[src/rtl/keyword_tokenizer.sv]
// Splits a byte stream into whitespace-separated words and emits one token per word,
// classified case-insensitively as BEGIN, END or OTHER, for the begin/end nesting checker.
module keyword_tokenizer #(
    parameter int LEN_W = 8,
    parameter int IDX_W = 16
) (
    input  logic             clk,
    input  logic             reset,
    input  logic             in_valid,
    output logic             in_ready,
    input  logic [7:0]       in_char,
    input  logic             flush,
    output logic             tok_valid,
    input  logic             tok_ready,
    output logic [1:0]       tok_kind,
    output logic [LEN_W-1:0] tok_len,
    output logic [IDX_W-1:0] tok_index
);
    typedef enum logic [3:0] {SEP, B1, B2, B3, B4, B5, E1, E2, E3, OTH} state_t;

    localparam logic [31:0]      SEP_CHARS = {8'h20, 8'h09, 8'h0A, 8'h0D};
    localparam logic [LEN_W-1:0] LEN_ONE   = LEN_W'(1);
    localparam logic [LEN_W-1:0] LEN_MAX   = '1;
    localparam logic [IDX_W-1:0] IDX_ONE   = IDX_W'(1);

    state_t           state_reg, state_next;
    logic [LEN_W-1:0] len_reg;
    logic [IDX_W-1:0] idx_reg;
    logic             tok_valid_reg;
    logic [1:0]       tok_kind_reg;
    logic [LEN_W-1:0] tok_len_reg;
    logic [IDX_W-1:0] tok_index_reg;

    logic [3:0] sep_hit;
    logic       is_sep;
    logic [7:0] folded;
    logic       accept;
    logic       flush_take;
    logic       word_byte;
    logic       term;
    logic       emit;
    logic [1:0] emit_kind;

    genvar gi;
    generate
        for (gi = 0; gi < 4; gi++) begin : g_sep
            assign sep_hit[gi] = (in_char == SEP_CHARS[gi*8 +: 8]);
        end
    endgenerate

    assign is_sep     = |sep_hit;
    assign folded     = (in_char >= 8'h41 && in_char <= 8'h5A) ? (in_char | 8'h20) : in_char;
    assign in_ready   = !tok_valid_reg || tok_ready;
    assign accept     = in_valid && in_ready;
    // Flush only counts when no byte is being offered, so a byte is never lost to it.
    assign flush_take = flush && !in_valid && in_ready;
    assign word_byte  = accept && !is_sep;
    assign term       = (accept && is_sep) || flush_take;
    assign emit       = term && (state_reg != SEP);

    // State register
    always_ff @(posedge clk or posedge reset) begin
        if (reset) begin
            state_reg <= SEP;
        end else begin
            state_reg <= state_next;
        end
    end

    // Next-state logic
    always_comb begin
        state_next = state_reg;
        if (word_byte) begin
            case (state_reg)
                SEP:     state_next = (folded == 8'h62) ? B1 : (folded == 8'h65) ? E1 : OTH;
                B1:      state_next = (folded == 8'h65) ? B2 : OTH;
                B2:      state_next = (folded == 8'h67) ? B3 : OTH;
                B3:      state_next = (folded == 8'h69) ? B4 : OTH;
                B4:      state_next = (folded == 8'h6E) ? B5 : OTH;
                E1:      state_next = (folded == 8'h6E) ? E2 : OTH;
                E2:      state_next = (folded == 8'h64) ? E3 : OTH;
                default: state_next = OTH;
            endcase
        end else if (term) begin
            state_next = SEP;
        end
    end

    // Output decode: token class of the word being terminated
    always_comb begin
        emit_kind = 2'd0;
        case (state_reg)
            B5:      emit_kind = 2'd1;
            E3:      emit_kind = 2'd2;
            default: emit_kind = 2'd0;
        endcase
    end

    always_ff @(posedge clk or posedge reset) begin
        if (reset) begin
            len_reg <= '0;
            idx_reg <= '0;
        end else if (word_byte) begin
            if (state_reg == SEP) begin
                len_reg <= LEN_ONE;
            end else if (len_reg != LEN_MAX) begin
                len_reg <= len_reg + LEN_ONE;
            end
        end else if (emit) begin
            len_reg <= '0;
            idx_reg <= idx_reg + IDX_ONE;
        end
    end

    // Token register; emit implies in_ready, so a load may coincide with a consume.
    always_ff @(posedge clk or posedge reset) begin
        if (reset) begin
            tok_valid_reg <= 1'b0;
            tok_kind_reg  <= 2'd0;
            tok_len_reg   <= '0;
            tok_index_reg <= '0;
        end else if (emit) begin
            tok_valid_reg <= 1'b1;
            tok_kind_reg  <= emit_kind;
            tok_len_reg   <= len_reg;
            tok_index_reg <= idx_reg;
        end else if (tok_ready) begin
            tok_valid_reg <= 1'b0;
        end
    end

    assign tok_valid = tok_valid_reg;
    assign tok_kind  = tok_kind_reg;
    assign tok_len   = tok_len_reg;
    assign tok_index = tok_index_reg;
endmodule

[config.mk]
export PLATFORM = sky130hd
export DESIGN_NAME = keyword_tokenizer
export DESIGN_NICKNAME = d
export VERILOG_FILES = /design/src/rtl/keyword_tokenizer.sv
export SDC_FILE = /design/constraint.sdc
export NUM_CORES = 1
export LEC_CHECK = 0
export ABC_CLOCK_PERIOD_IN_PS = 2280
export BUFFER_PORTS_ARGS = -buffer_cell sky130_fd_sc_hd__buf_2
export CORE_ASPECT_RATIO = 0.8
export CORE_MARGIN = 8
export CORE_UTILIZATION = 55
export CTS_CLUSTER_DIAMETER = 50
export DETAILED_ROUTE_END_ITERATION = 8
export GPL_TIMING_DRIVEN = 0
export PLACE_DENSITY = 0.81
export SLEW_MARGIN = 25
export SYNTH_ARGS = -nofsm -noshare
export SYNTH_HDL_FRONTEND = slang
export SYNTH_SLANG_ARGS = --single-unit
[constraint.sdc]
create_clock -name clk -period 2.28 [get_ports clk]
set_clock_uncertainty 0.2 [all_clocks]
set_input_delay 0.342 -clock clk [delete_from_list [all_inputs] [get_ports clk]]
set_output_delay 0.342 -clock clk [all_outputs]
set_load 0.02 [all_outputs]
==> impl_metrics.csv, run 1 <==
group,metric,value,unit
logic_synthesis,synth_mux_area_share,0.372,%
logic_synthesis,synth_cell_types,52,
clock_tree,cts_root_buf,"clkbuf_8",
status,outcome,"complete, no violations",
worst_hold_path,hold_path.class,"in -> reg",
worst_hold_path,worstHoldPathCells,3,
clock_tree,clock_sink_count,55,
detailed_routing,drt_wl_total,5810,um
logic_synthesis,synthesis.area,2690,um2
die,die_height,78.6,um
detailed_routing,wl_met1,2730,um
placed_design,placed_area,2970,um2
sta,slew-limit-headroom,57.3,%
grt,grt_max_degree,56,
clock_tree,cts-buffers-inserted,5,
sta,timing.final.setup_violations,0,
logic_synthesis,synthesis.yosys.warnings,0,
detailed_routing,highest_layer,"met4",
setup_path,r2r_setup_slack,0.08,ns
setup_path,timing.reg2reg.worst_path_depth,5,
logic_synthesis,post_synth.cell_area_avg,9.31,um2
setup_path,cp-start-kind,"flip-flop",
logic_synthesis,yosysSeqAreaShare,51.1,%
sta,achievable-frequency,0.455,GHz
sta,fin_tns_setup,0,ns
pwr,power_per_cell_area,837,nW/um2
detailed_routing,number_of_vias_per_cell,5.61,
grt,grt_util_all_layers,16.9,%
detailed_routing,detail_route.drc_violations,0,
grt,grt.overflow.total,0,
placed_design,finalWeightedCongestion,0.870,
logic_synthesis,synth-xor-area-share,4.88,%
logic_synthesis,area_fraction_in_and_or_nand_and_nor_cells_after_synthesis,26.3,%
worst_hold_path,whs_endpoint,"tok_valid",
setup_path,cp_data_required_time,2.30,ns
sta,timing.final.crit_period,2.20,ns
logic_synthesis,post_synthesis_instance_total,289,
clock_tree,tritoncts,"yes",
detailed_routing,detailedRoute.firstIterationViolations,111,
logic_synthesis,synth_enable_flop_cells,0,
detailed_routing,wire_length_per_cell,14.5,um
cells_and_area,antennaDiodeCount,0,
placed_design,detailed_place_hpwl,4200,um
logic_synthesis,ys_seq_elements,55,
detailed_routing,drt_pre_antenna_iters,4,
placed_design,port_buffers,40,
die,placementRows,22,
detailed_routing,routed-via-count,2237,
pwr,ir_worst_vdd,0.613,mV
worst_hold_path,timing.hold.worst.start,"tok_ready",
die,initial_utilization,57.9,%
clock_tree,clock_insertion_delay_worst_skew,0.32,ns
logic_synthesis,asyncSetResetFlopFracSynth,100,%
run,maxCapViolations,0,
cells_and_area,stdcell_area,3100,um2
logic_synthesis,synth.net_count,304,
cells_and_area,final_net_count,353,
setup_path,reg2reg_from,"state_reg[0]",
logic_synthesis,largest_family_of_logic_cells_by_synthesized_area,"simple AND/OR/NAND/NOR gates",
sta,maxSlewViolCount,0,
die,floorplan.die_area,7400,um2
detailed_routing,met2_length,2550,um
logic_synthesis,synth-compound-area-share,12.3,%
clock_tree,maximum_root_to_sink_buffer_count,2,
logic_synthesis,synth_flop_cell,"dfrtp_1",
sta,unrepaired_setup_endpoints_after_global_routing,"no",
sta,tightest_slew,0.640,ns
pwr,leakage,1.60,nW
sta,layout_worst_path_cycle_share,96.5,%
setup_path,critical_path_class,"reg -> reg",
cells_and_area,area.growth.synth_to_final,15.3,%
clock_tree,cts_max_level,2,
grt,antenna_found_initial,0,
die,fp.dieW,94.2,um
grt,grt_pass1_wl,10100,um
grt,first_global_vias,2207,
detailed_routing,met3_wirelength,437,um
cells_and_area,final_layout_size_suffix_gt1_share,18.9,%
die,core_area,4650,um2
setup_path,cp_data_arrival_time,2.22,ns
clock_tree,cts.reportedPaths.clkPinSlew,0.10,ns
sta,timing.final.hold_violations,0,
detailed_routing,route.antenna.remaining_nets,0,
setup_path,endpoint_class_of_the_critical_path,"flip-flop",
die,design.portCount,41,
logic_synthesis,yosys.area_share.adder,0.930,%
setup_path,critical_path_peak_fanout,9,
setup_path,worstReg2RegEnd,"len_reg[2]",
==> layout by cell type, fill, tap and decap left out, drive strengths merged, types with 2 or more instances in the layout <==
master	count
xor2	9
nand2b	3
a41oi	2
nand2	84
buf	49
nor4b	2
o22ai	6
dfrtp	55
nor3	10
nor2b	3
nand4	5
ha	2
nand3	13
a31oi	5
o32ai	2
a21oi	5
o21ai	7
nor2	10
inv	6
nor3b	5
a21o	5
and3	3
clkbuf	15
and4	2
xnor2	6
or3	3
==> power by group <==
part	switching [W]	internal, W	total (W)	leakage (nW)
registers	0.000138	0.00113	0.00127	0.740
clock network	0.000317	0.000249	0.000566	0.0484
logic	0.000481	0.000278	0.000759	0.808
==> kinds of logic after synthesis <==
kind of cell / Yosys count
AO/OA/AOI/OAI: 44
multiplexers: 1
XOR/XNOR: 15
adder cells (fa/ha/maj): 2
AND/OR/NAND/NOR: 150
flip-flops: 55
buffers and inverters: 22
==> layer usage <==
metal	track usage, %	vias to the layer above
li1	-	1103
met1	22.4	1046
met2	25.2	81
met3	5.04	7
met4	6.16	0
met5	0	-
==> cell usage after synthesis, types with 2 or more instances <==
cell type / n / area share [%]
a21o_1: 5 / 1.4
a21oi_1: 5 / 0.93
a31oi_1: 4 / 0.93
and3_1: 3 / 0.70
and4_1: 2 / 0.65
buf_2: 7 / 1.3
clkbuf_1: 7 / 0.98
dfrtp_1: 55 / 51
ha_1: 2 / 0.93
inv_1: 6 / 0.84
nand2_1: 84 / 12
nand2b_1: 3 / 0.70
nand3_1: 13 / 2.4
nand4_1: 4 / 0.93
nor2_1: 10 / 1.4
nor2b_1: 3 / 0.70
nor3_1: 10 / 1.9
nor3b_1: 5 / 1.4
nor4b_1: 2 / 0.65
o21ai_0: 6 / 1.1
o22ai_1: 6 / 1.4
o32ai_1: 2 / 0.65
or3_1: 3 / 0.70
xnor2_1: 6 / 2.0
xor2_1: 9 / 2.9
==> cell type report <==
type / count / area [um2]
Buffer: 14 / 83.8
Clock buffer: 7 / 86.3
Clock inverter: 1 / 8.76
Fill cell: 389 / 1550
Inverter: 6 / 25.0
Multi-Input combinational cell: 212 / 1220
Sequential cell: 55 / 1380
Tap cell: 60 / 75.1
Timing Repair Buffer: 44 / 233
==> how the worst max path moves through the flow <==
stage	startpoint	end	slack, ns	cells past startpoint
2_1_floorplan	tok_valid	idx_reg[3]	0.04	8
3_3_place_gp	reset	tok_index[12]	-0.26	2
3_5_place_dp	in_char[0]	idx_reg[11]	-0.18	9
4_1_cts	state_reg[1]	len_reg[2]	0.004	7
5_1_grt	state_reg[0]	tok_index[4]	0.01	7
6_report	state_reg[0]	len_reg[2]	0.08	5
==> critical path: stages, from the launching register on <==
cell and delay (ns):
dfrtp_1 0.42, or3_1 0.40, or2_2 0.39, a41oi_4 0.38, o22ai_1 0.14, a21o_1 0.19
==> repair_timing <==
action,in CTS,in global routing
pin swaps,0,0
setup buffers,0,3
hold buffers,1,0
hold endpoints to repair,55,0
setup endpoints to repair,4,41
gates resized for setup,1,3
==> stage by stage <==
stage | cells | worst slack (ns) | hold WS (ns) | total power, W | utilization [%]
3_5_place_dp | 389 | -0.179 | 0.258 | 0.00204 | 63.8
5_1_grt | 399 | 0.0133 | 0.189 | 0.00276 | 66.7
4_1_cts | 398 | 0.00431 | 0.170 | 0.00262 | 66.3
6_report | 399 | 0.0804 | 0.170 | 0.00260 | 66.7
2_1_floorplan | 289 | 0.0391 | 0.241 | 0.00179 | -
3_3_place_gp | 389 | -0.262 | 0.253 | 0.00201 | 63.8
Note: power is estimated with default switching activity, not from simulation.
==> run 2: changes to the inputs <==
==> constraint.sdc (replaced) <==
create_clock -name clk -period 2.28 [get_ports clk]
set_clock_uncertainty 0.2 [all_clocks]
set_input_delay 0.456 -clock clk [delete_from_list [all_inputs] [get_ports clk]]
set_output_delay 0.456 -clock clk [all_outputs]
set_load 0.02 [all_outputs]
==> run 2 against run 1 <==
Against the previous run:
- worst hold slack worse by 0.14 ns
- combinational power about the same
- clock power is essentially flat
- clock-buffer cell count did not move
- sequential share of layout area fell by 0.053 points
- critical endpoint is now idx_reg[11]
==> impl_metrics.csv, run 2 (synthesized netlist as in run 1, its figures left out) <==
group,metric,value,unit
setup_path,worst-path-buf-inv,2,
pwr,ir_worst_vdd,0.612,mV
cells_and_area,layout.cells.most_common_list,"nand2_1 (84), dfrtp_1 (55), buf_2 (43)",
detailed_routing,drt_pre_antenna_iters,4,
sta,whs,0.0300,ns
pwr,leakage,1.60,nW
detailed_routing,met3_wirelength,382,um
placed_design,finalWeightedCongestion,0.870,
cells_and_area,layout.area.seq,1380,um2
setup_path,r2r_setup_slack,0.12,ns
cells_and_area,most_common_cell_after_layout_fill_and_taps_aside,"nand2_1",
detailed_routing,wl_met1,2710,um
sta,fin_tns_setup,0,ns
clock_tree,maximum_root_to_sink_buffer_count,2,
placed_design,place_worst_setup_slack,-0.293,ns
clock_tree,clock_sink_count,55,
grt,grt_util_all_layers,16.8,%
cells_and_area,multi_input_area,1230,um2
setup_path,timing.reg2reg.worst_path_depth,7,
setup_path,cp_data_arrival_time,2.20,ns
setup_path,worstReg2RegEnd,"idx_reg[11]",
die,initial_utilization,57.9,%
grt,antenna_found_initial,0,
detailed_routing,route.antenna.remaining_nets,0,
worst_hold_path,hold_path.class,"in -> async",
grt,first_global_vias,2202,
cells_and_area,fill_cells,388,
placed_design,detailed_place_hpwl,4200,um
sta,tightest_slew,0.642,ns
die,core_area,4650,um2
setup_path,setup_crit_end,"idx_reg[11]",
pwr,power_per_cell_area,836,nW/um2
detailed_routing,highest_layer,"met4",
sta,unrepaired_setup_endpoints_after_global_routing,"no",
die,fp.dieW,94.2,um
cells_and_area,antennaDiodeCount,0,
grt,grt_max_degree,56,
setup_path,endpoint_class_of_the_critical_path,"flip-flop",
cells_and_area,area.growth.synth_to_final,15.5,%
sta,postLayoutSetupSlackWorst,0.120,ns
cells_and_area,final_layout_size_suffix_gt1_share,19.5,%
sta,slew-limit-headroom,57.2,%
placed_design,placed_area,2970,um2
clock_tree,cts_root_buf,"clkbuf_8",
setup_path,cpMaxStageDelayCell,"dfrtp_1",
setup_path,critical_path.startpoint,"state_reg[0]",
detailed_routing,drt_wl_total,5800,um
sta,layout_worst_path_cycle_share,94.7,%
clock_tree,cts_max_level,2,
setup_path,cp-start-kind,"flip-flop",
cells_and_area,final_net_count,352,
grt,grt_pass1_wl,10000,um
die,placementRows,22,
die,design.portCount,41,
detailed_routing,wire_length_per_cell,14.6,um
placed_design,place_inst,389,
setup_path,timing.critical_path.cells,"or3_1 > or2_2 > and2_1 > buf_6 > buf_8 > nand4_1 > xnor2_1",
clock_tree,cts-buffers-inserted,5,
status,outcome,"complete, no violations",
sta,timing.final.hold_violations,0,
cells_and_area,stdcell_area,3110,um2
detailed_routing,detail_route.drc_violations,0,
placed_design,port_buffers,40,
sta,timing.final.crit_period,2.16,ns
setup_path,critical_path_class,"reg -> reg",
detailed_routing,number_of_vias_per_cell,5.60,
grt,grt.overflow.total,0,
sta,achievable-frequency,0.463,GHz
run,maxCapViolations,0,
sta,timing.final.setup_violations,0,
setup_path,slowest_cell_delay_on_critical_path,0.42,ns
cells_and_area,final_cell_count_without_fillers,398,
sta,maxSlewViolCount,0,
detailed_routing,routed-via-count,2228,
setup_path,cp_data_required_time,2.32,ns
setup_path,path_depth,7,
die,die_height,78.6,um
setup_path,reg2reg_from,"state_reg[0]",
clock_tree,clock_insertion_delay_worst_skew,0.31,ns
detailed_routing,detailedRoute.firstIterationViolations,115,
clock_tree,tritoncts,"yes",
detailed_routing,met2_length,2600,um
setup_path,critical_path_peak_fanout,10,
die,floorplan.die_area,7400,um2
clock_tree,cts.reportedPaths.clkPinSlew,0.09,ns
setup_path,timing.critical_path.max_delay_family,"simple AND/OR/NAND/NOR gates",
==> run 2: changes by cell type in the layout (fill, tap and decap cells not counted) <==
cell,change
clkbuf_4,+1
buf_2,-1
nor3_2,+1
dlygate4sd3_1,-1
nor4b_2,+1
nor3_1,-1
nor4b_1,-1
==> run 2: cell type report <==
class,instances,share of cell area [%]
well taps,60,2.42
multi-input cells,212,39.5
repair buffers,43,7.17
clock buffers,7,2.78
plain buffers,14,2.78
clock inverters,1,0.282
inverters,6,0.805
flip-flops and latches,55,44.3
==> run 2: repair_timing <==
action | in CTS | in global routing
gates resized for setup | 1 | 6
pin swaps | 0 | 3
buffers inserted | 0 | 3
endpoints found under the setup margin | 4 | 41
hold endpoints to repair | 0 | 0
hold buffers | 0 | 0
==> run 2: metal layers <==
layer,GRT usage [%],vias up
met2,25.1,78
met1,22.5,1044
met4,6.16,0
met5,0,-
li1,-,1099
met3,4.94,7
==> run 2: worst min-delay path by stage <==
stage,startpoint,endpoint,slack (ns)
floorplan,idx_reg[15],idx_reg[15],0.24
global placement,tok_len[3],tok_len[3],0.25
detailed placement,tok_index[9],tok_index[9],0.26
CTS,reset,idx_reg[9],0.05
global route,reset,tok_index[4],0.08
finish,reset,idx_reg[5],0.03
==> run 2: stage by stage <==
step	util [%]	total power, W
global route	66.8	0.00277
floorplan	-	0.00179
detailed placement	63.8	0.00204
finish	66.8	0.00260
CTS	66.1	0.00261
global placement	63.8	0.00201
==> run 2: worst reg2reg max path: cells and delay by family (launching register included) <==
family,cells,cell delay (ns)
and+or+nand+nor,4,1.08
DFF,1,0.42
buffers and inverters,2,0.27
xor gates and xnor gates,1,0.13
==> run 2: where the power goes <==
part,switching [W],internal [W],leakage (nW)
Combinational,0.000481,0.000279,0.807
Sequential,0.000140,0.00113,0.740
Clock,0.000314,0.000249,0.0484
Total,0.000935,0.00166,1.60
